`src/rtl/wishbone_sram_banked.sv`:
```
// Wishbone slave mapping a word-addressed window onto NUM_BANKS single-port SRAM macros.
// Define WB_SRAM_BANKED_ERR_EN to add wbs_err_o, raised instead of ack for an out-of-range bank.
module wishbone_sram_banked #(
    parameter logic [31:0] BASE_ADDR    = 32'h30c0_0000,
    parameter int          ADDR_WIDTH   = 8,
    parameter int          NUM_BANKS    = 2,
    parameter int          READ_LATENCY = 1
) (
    input  logic                      wb_clk_i,
    input  logic                      wb_rst_ni,
    input  logic                      wbs_stb_i,
    input  logic                      wbs_cyc_i,
    input  logic                      wbs_we_i,
    input  logic [3:0]                wbs_sel_i,
    input  logic [31:0]               wbs_dat_i,
    input  logic [31:0]               wbs_adr_i,
    output logic                      wbs_ack_o,
`ifdef WB_SRAM_BANKED_ERR_EN
    output logic                      wbs_err_o,
`endif
    output logic [31:0]               wbs_dat_o,
    output logic                      ram_clk0,
    output logic [NUM_BANKS-1:0]      ram_csb0,
    output logic                      ram_web0,
    output logic [3:0]                ram_wmask0,
    output logic [ADDR_WIDTH-1:0]     ram_addr0,
    output logic [31:0]               ram_dout0,
    input  logic [NUM_BANKS*32-1:0]   ram_din0
);

    localparam int          BANK_BITS = (NUM_BANKS > 2) ? $clog2(NUM_BANKS) : 1;
    localparam int          LOW_BITS  = ADDR_WIDTH + 2 + BANK_BITS;
    localparam logic [31:0] HI_MASK   = ~((32'd1 << LOW_BITS) - 32'd1);

    typedef enum logic [1:0] {
        ST_IDLE   = 2'd0,
        ST_ACCESS = 2'd1,
        ST_WAIT   = 2'd2,
        ST_ACK    = 2'd3
    } state_t;

    state_t                 state_r;
    logic [BANK_BITS-1:0]   bank_r;
    logic                   we_r;
    logic                   abort_r;
    logic                   ack_r;
    logic [2:0]             lat_r;
`ifdef WB_SRAM_BANKED_ERR_EN
    logic                   err_r;
`endif

    logic                   req_s;
    logic                   hit_s;
    logic [BANK_BITS-1:0]   bank_s;
    logic                   bank_ok_s;
    logic [31:0]            bank_rdata_s;

    // Active-low one-hot chip select for a single bank
    function automatic logic [NUM_BANKS-1:0] bank_csb(input logic [BANK_BITS-1:0] bank);
        logic [NUM_BANKS-1:0] csb_s;
        for (int k = 0; k < NUM_BANKS; k++) begin
            csb_s[k] = (bank != BANK_BITS'(k));
        end
        return csb_s;
    endfunction

    assign ram_clk0  = wb_clk_i;
    assign req_s     = wbs_stb_i & wbs_cyc_i;
    assign hit_s     = req_s & ((wbs_adr_i & HI_MASK) == BASE_ADDR);
    assign bank_s    = wbs_adr_i[ADDR_WIDTH+2 +: BANK_BITS];
    assign bank_ok_s = ({{(32-BANK_BITS){1'b0}}, bank_s} < 32'(NUM_BANKS));
    assign wbs_ack_o = ack_r & req_s;
`ifdef WB_SRAM_BANKED_ERR_EN
    assign wbs_err_o = err_r & req_s;
`endif

    // Read-data mux for the bank latched at request time
    always_comb begin
        bank_rdata_s = 32'd0;
        for (int k = 0; k < NUM_BANKS; k++) begin
            if (bank_r == BANK_BITS'(k)) begin
                bank_rdata_s = ram_din0[32*k +: 32];
            end else begin
                bank_rdata_s = bank_rdata_s;
            end
        end
    end

    // Single-outstanding access FSM with registered bus and macro outputs
    always_ff @(posedge wb_clk_i) begin
        if (!wb_rst_ni) begin
            state_r    <= ST_IDLE;
            bank_r     <= '0;
            we_r       <= 1'b0;
            abort_r    <= 1'b0;
            ack_r      <= 1'b0;
            lat_r      <= 3'd0;
            wbs_dat_o  <= 32'd0;
            ram_csb0   <= '1;
            ram_web0   <= 1'b1;
            ram_wmask0 <= 4'd0;
            ram_addr0  <= '0;
            ram_dout0  <= 32'd0;
`ifdef WB_SRAM_BANKED_ERR_EN
            err_r      <= 1'b0;
`endif
        end else begin
            case (state_r)
                ST_IDLE: begin
                    ack_r   <= 1'b0;
                    abort_r <= 1'b0;
                    if (hit_s) begin
                        bank_r <= bank_s;
                        we_r   <= wbs_we_i;
                        if (bank_ok_s) begin
                            state_r    <= ST_ACCESS;
                            ram_csb0   <= bank_csb(bank_s);
                            ram_web0   <= ~wbs_we_i;
                            ram_wmask0 <= wbs_we_i ? wbs_sel_i : 4'd0;
                            ram_addr0  <= wbs_adr_i[ADDR_WIDTH+1:2];
                            ram_dout0  <= wbs_dat_i;
                            if (wbs_we_i) begin
                                wbs_dat_o <= 32'd0;
                            end
                        end else begin
                            // Nothing reaches the macros; respond next cycle with zero data
                            state_r   <= ST_ACK;
                            wbs_dat_o <= 32'd0;
`ifdef WB_SRAM_BANKED_ERR_EN
                            err_r     <= 1'b1;
`else
                            ack_r     <= 1'b1;
`endif
                        end
                    end
                end
                ST_ACCESS: begin
                    ram_csb0   <= '1;
                    ram_web0   <= 1'b1;
                    ram_wmask0 <= 4'd0;
                    if (we_r) begin
                        if (req_s) begin
                            state_r <= ST_ACK;
                            ack_r   <= 1'b1;
                        end else begin
                            state_r <= ST_IDLE;
                        end
                    end else begin
                        state_r <= ST_WAIT;
                        lat_r   <= 3'(READ_LATENCY);
                        abort_r <= ~req_s;
                    end
                end
                ST_WAIT: begin
                    if (lat_r == 3'd1) begin
                        wbs_dat_o <= bank_rdata_s;
                        lat_r     <= 3'd0;
                        // A master that let go at any point gets no ack
                        if (abort_r || !req_s) begin
                            state_r <= ST_IDLE;
                        end else begin
                            state_r <= ST_ACK;
                            ack_r   <= 1'b1;
                        end
                    end else begin
                        lat_r   <= lat_r - 3'd1;
                        abort_r <= abort_r | ~req_s;
                    end
                end
                ST_ACK: begin
                    state_r <= ST_IDLE;
                    ack_r   <= 1'b0;
`ifdef WB_SRAM_BANKED_ERR_EN
                    err_r   <= 1'b0;
`endif
                end
                default: begin
                    state_r    <= ST_IDLE;
                    ack_r      <= 1'b0;
                    ram_csb0   <= '1;
                    ram_web0   <= 1'b1;
                    ram_wmask0 <= 4'd0;
`ifdef WB_SRAM_BANKED_ERR_EN
                    err_r      <= 1'b0;
`endif
                end
            endcase
        end
    end

endmodule

```
`config.mk`:
```
export PLATFORM = sky130hd
export DESIGN_NAME = wishbone_sram_banked
export DESIGN_NICKNAME = d
export VERILOG_FILES = /design/src/rtl/wishbone_sram_banked.sv
export SDC_FILE = /design/constraint.sdc
export NUM_CORES = 1
export LEC_CHECK = 0
export CAP_MARGIN = 30
export CORE_UTILIZATION = 30
export DETAILED_ROUTE_END_ITERATION = 10
export RECOVER_POWER = 25
export SETUP_SLACK_MARGIN = 0.3
export SYNTH_ARGS = -nofsm -noshare
export SYNTH_HDL_FRONTEND = slang
export SYNTH_SLANG_ARGS = --single-unit
```
`constraint.sdc`:
```
create_clock -name wb_clk_i -period 2.8 [get_ports wb_clk_i]
set_clock_uncertainty 0.2 [all_clocks]
set_input_delay 0.56 -clock wb_clk_i [delete_from_list [all_inputs] [get_ports wb_clk_i]]
set_output_delay 0.56 -clock wb_clk_i [all_outputs]
set_load 0.1 [all_outputs]
```
Yosys cells after proc, flatten, opt, wreduce, memory -nomap -nowiden

Cells that the tools add are included.

Bits in registers: 88
Input bits: 137
Output and inout bits: 81
Logic and storage cells: 77

Add/subtract/negate cells: 1
Eq/ne operators: 13
Muxes and demuxes: 29
Bitwise operators: 7
Reductions and logical operators: 15

Operators by type and width:

| kind                                                               | number |
|---|---|
| 32-bit two-way mux                                                 | 4 |
| 32-bit case mux with 2 select lines                                | 1 |
| 21-bit by 19-bit == test with 1-bit output, second input constant  | 1 |
| 2-bit != test, second input constant                               | 8 |
| 2-bit two-way mux                                                  | 6 |
| 4-bit two-way mux                                                  | 2 |
| 2-bit case mux with 4 select lines                                 | 1 |
| 4-bit case mux with 2 select lines                                 | 1 |
| 2-bit AND reduction                                                | 4 |
| 4-bit AND reduction                                                | 2 |
| 1-bit two-way mux                                                  | 7 |
| 3-bit two-way mux                                                  | 2 |
| 1-bit case mux with 3 select lines                                 | 2 |
| 3-bit case mux with 2 select lines                                 | 1 |
| 2-bit nonzero test                                                 | 3 |
| 2-bit == test, second input constant                               | 2 |
| 2-bit case mux with 2 select lines                                 | 1 |
| 1-bit bitwise AND                                                  | 3 |
| 3-bit by 1-bit == test with 1-bit output, second input constant    | 1 |
| 1-bit inverter                                                     | 3 |
| 3-bit AND reduction                                                | 1 |
| 3-bit nonzero test                                                 | 1 |
| 3-bit by 1-bit subtractor with 3-bit output, second input constant | 1 |
| 2-bit by 1-bit == test with 1-bit output, second input constant    | 1 |
| 6 further kinds                                                    | 6 |

Depth between registers and ports, before layout

Depth in word-level cells: 6
Mapped depth: 8
Depth with buffers taken out: 6

==> metrics.cfg <==
[outcome]
status=completed

[setup_path]
crit_path_frequent_cell=clkbuf_16
cp.required_ns=2.04
crit_fanout=2
cpMaxStageDelayCell=buf_12
crit_chain=clkbuf_16 > clkbuf_16 > buf_12
crit_family=buffers and inverters
timing.critical_path.buf_inv=3
cp.arrival_ns=1.81
endpoint_kind=output port
path_class=clock port to output port
worst_path_largest_cell_delay_ns=0.16
critPathLaunchType=clock port

[layout]
area.growth.synth_to_final_pct=55.29
design_area_sq_um=7626
nNetsFinal=910
drive_gt1_share_pct=21.63
diodes=0

[timing]
rsz0062_at_grt=yes
max_slew_margin_pct=17.90
hold_viol=0
setup_viol=0
tightest_slew_ns=1.237
maxSlewViolCount=0
tns_ns=0

[placed_design]
gp_congestion=0.7486
dp_hpwl_mm=11.16
placed_cell_area_sq_um=7232
io_buffers=215

[global_routing]
grt_pass1_vias=4925
grt.total_usage_pct=18.45
grt_pass1_wl_mm=24.22
antenna_found_initial=0
grt_max_degree=91
grt_overflow_total=0

[floorplanning]
die_x_um=129.9
start_util_pct=30.80
fp.dieArea_sq_um=16890
rows=46
die_h_um=129.9
core_area_sq_um=15940
io_pins=218

[yosys]
synthesis.instances=559
yosysSeqAreaShare_pct=35.87
yosysWarnings=0
netlist_area_sq_um=4911
synth_top_area_cell=dfxtp_1
synth_top_cells_by_area=dfxtp_1, mux2_2, mux2i_1, nand2_1, a311oi_1
synth_fp_nets=702
async_flop_share_pct=0
ys_ff_latch=88
synth_edf_count=0
post_synth.cell_area_avg_sq_um=8.785
synth-main-ff-cell=dfxtp_1
synth_cell_types=41
synth_top_cell_area_share_pct=35.87

[drt]
dr.first_iter.drc_count=218
drc=0
viasPerCell=5.072
vias=5011
wl_per_cell_um=16.14
wirelength_mm=15.95
dr.pass1.iters=4
ant_nets=0

[clock_network]
clkLatencyLatePin_ns=0.46
clkTransAtPathRegs_ns=0.07
hold_buffers=0
cts_tree=done

[pwr]
seqPwrFrac_pct=36.9
comb_power_share_pct=14.7
swShare_pct=27.99
leakage_nw=2.698
p_int_mw=2.477
p_sw_uw=962.9
power.density_nw_per_um2=451.1
peakVddDrop_mv=0.7910
clock_power_share_pct=48.4

[run]
drv_cap=0

[worst_hold_path]
hp-class=flop to flop

[synthesized netlist by cell type (4+ instances only)]
| cell | number |
|---|---|
| o21ai_0 | 4 |
| dfxtp_1 | 88 |
| a311oi_1 | 31 |
| nand3_1 | 36 |
| nor2_1 | 6 |
| nand2_1 | 100 |
| a21oi_1 | 9 |
| mux2_2 | 63 |
| nand2b_1 | 35 |
| ha_1 | 6 |
| mux2i_1 | 47 |
| inv_1 | 10 |
| buf_2 | 4 |
| a32oi_1 | 4 |
| clkbuf_1 | 44 |
| a31oi_1 | 36 |
[kinds of logic after synthesis]
family / synth area share [%]
muxes: 24.03
adders and majority gates: 1.529
and+or+nand+nor: 19.16
DFF: 35.87
buffers and inverters: 5.605
AOI/OAI and AO/OA: 13.81
[flip-flops by register name, summed over array words and instances, names as in the netlist]
name,flops
lat_r,3
ram_addr0,8
ram_dout0,32
ram_csb0,2
wbs_dat_o,32
state_r,2
we_r,1
abort_r,1
bank_r,1
ram_wmask0,4
ram_web0,1
ack_r,1
[layout by cell type, fill, tap and decap left out, drive strengths merged, types with 3 or more instances in the layout]
| cell type | netlist | routed |
|---|---|---|
| a21oi | 9 | 9 |
| a311oi | 31 | 31 |
| a31oi | 36 | 36 |
| a32oi | 4 | 4 |
| and3 | 3 | 3 |
| buf | 11 | 75 |
| clkbuf | 44 | 54 |
| clkdlybuf4s50 | 0 | 129 |
| dfxtp | 88 | 88 |
| dlygate4sd2 | 0 | 3 |
| ha | 6 | 6 |
| inv | 10 | 14 |
| mux2 | 63 | 63 |
| mux2i | 47 | 47 |
| nand2 | 100 | 100 |
| nand2b | 35 | 35 |
| nand3 | 36 | 36 |
| nor2 | 6 | 6 |
| nor3 | 3 | 3 |
| o21ai | 4 | 4 |
[per-layer routing]
layer	part of all wire [%]	GRT usage, %	up-vias
li1	-	-	2439
met1	42	20.42	2360
met2	47	32.12	194
met3	9.3	6.683	18
met4	1.3	7.319	0
met5	0	0	-
[path summary, 6_finish.rpt]
check / start / endpoint / slack (ns) / depth (start not counted)
min: ram_dout0[19]$_SDFFE_PN0P_ / ram_dout0[19]$_SDFFE_PN0P_ / 0.26 / 2
max: wb_clk_i / ram_clk0 / 0.23 / 3
min reg2reg: ram_dout0[19]$_SDFFE_PN0P_ / ram_dout0[19]$_SDFFE_PN0P_ / 0.26 / 2
max reg2reg: state_r[1]$_SDFFE_PN0P_ / wbs_dat_o[29]$_SDFFE_PN0P_ / 0.43 / 8
[stage by stage]
step                      cells  power [mW]  utilization (%)  worst slack, ns  hold slack (ns)
after floorplan             559       1.659                -           0.2206           0.2559
after global placement      962       1.929            45.36          -0.3021           0.2421
after detailed placement    962       1.944            45.36          -0.3728           0.2491
after CTS                   986       3.477            48.46           0.2231           0.2635
after global routing        988       3.583            47.83           0.2225           0.2774
final                       988       3.440            47.83           0.2265           0.2603
[power groups by stage]
| stage | combinational, mW | sequential, mW | clock (mW) |
|---|---|---|---|
| finish | 0.506 | 1.27 | 1.66 |
| global route | 0.549 | 1.27 | 1.76 |
| CTS | 0.506 | 1.27 | 1.70 |
| detailed placement | 0.504 | 1.30 | 0.140 |
| global placement | 0.489 | 1.30 | 0.140 |
| floorplan | 0.226 | 1.30 | 0.135 |
[cell type report]
class / instances / area [sq um]
Clock inverter: 6 / 72.57
Fill cell: 1525 / 8317
Sequential cell: 88 / 1762
Tap cell: 216 / 270.3
Timing Repair Buffer: 248 / 2225
Inverter: 10 / 37.54
Multi-Input combinational cell: 406 / 2935
Clock buffer: 14 / 324.1
[tightest hold or removal path, cell delays in order, from the launching register on]
cell     delay, ns
dfxtp_1       0.31
nand2_1       0.05
mux2i_1       0.05
[repair_timing]
| item | in CTS | in global routing |
|---|---|---|
| buffers inserted | 2 | 1 |
| setup endpoints to repair | 79 | 28 |
| cloned | 3 | 1 |
| resized for setup | 20 | 4 |
| pin swaps | 6 | 3 |
Note: power is estimated with default switching activity, not from simulation.
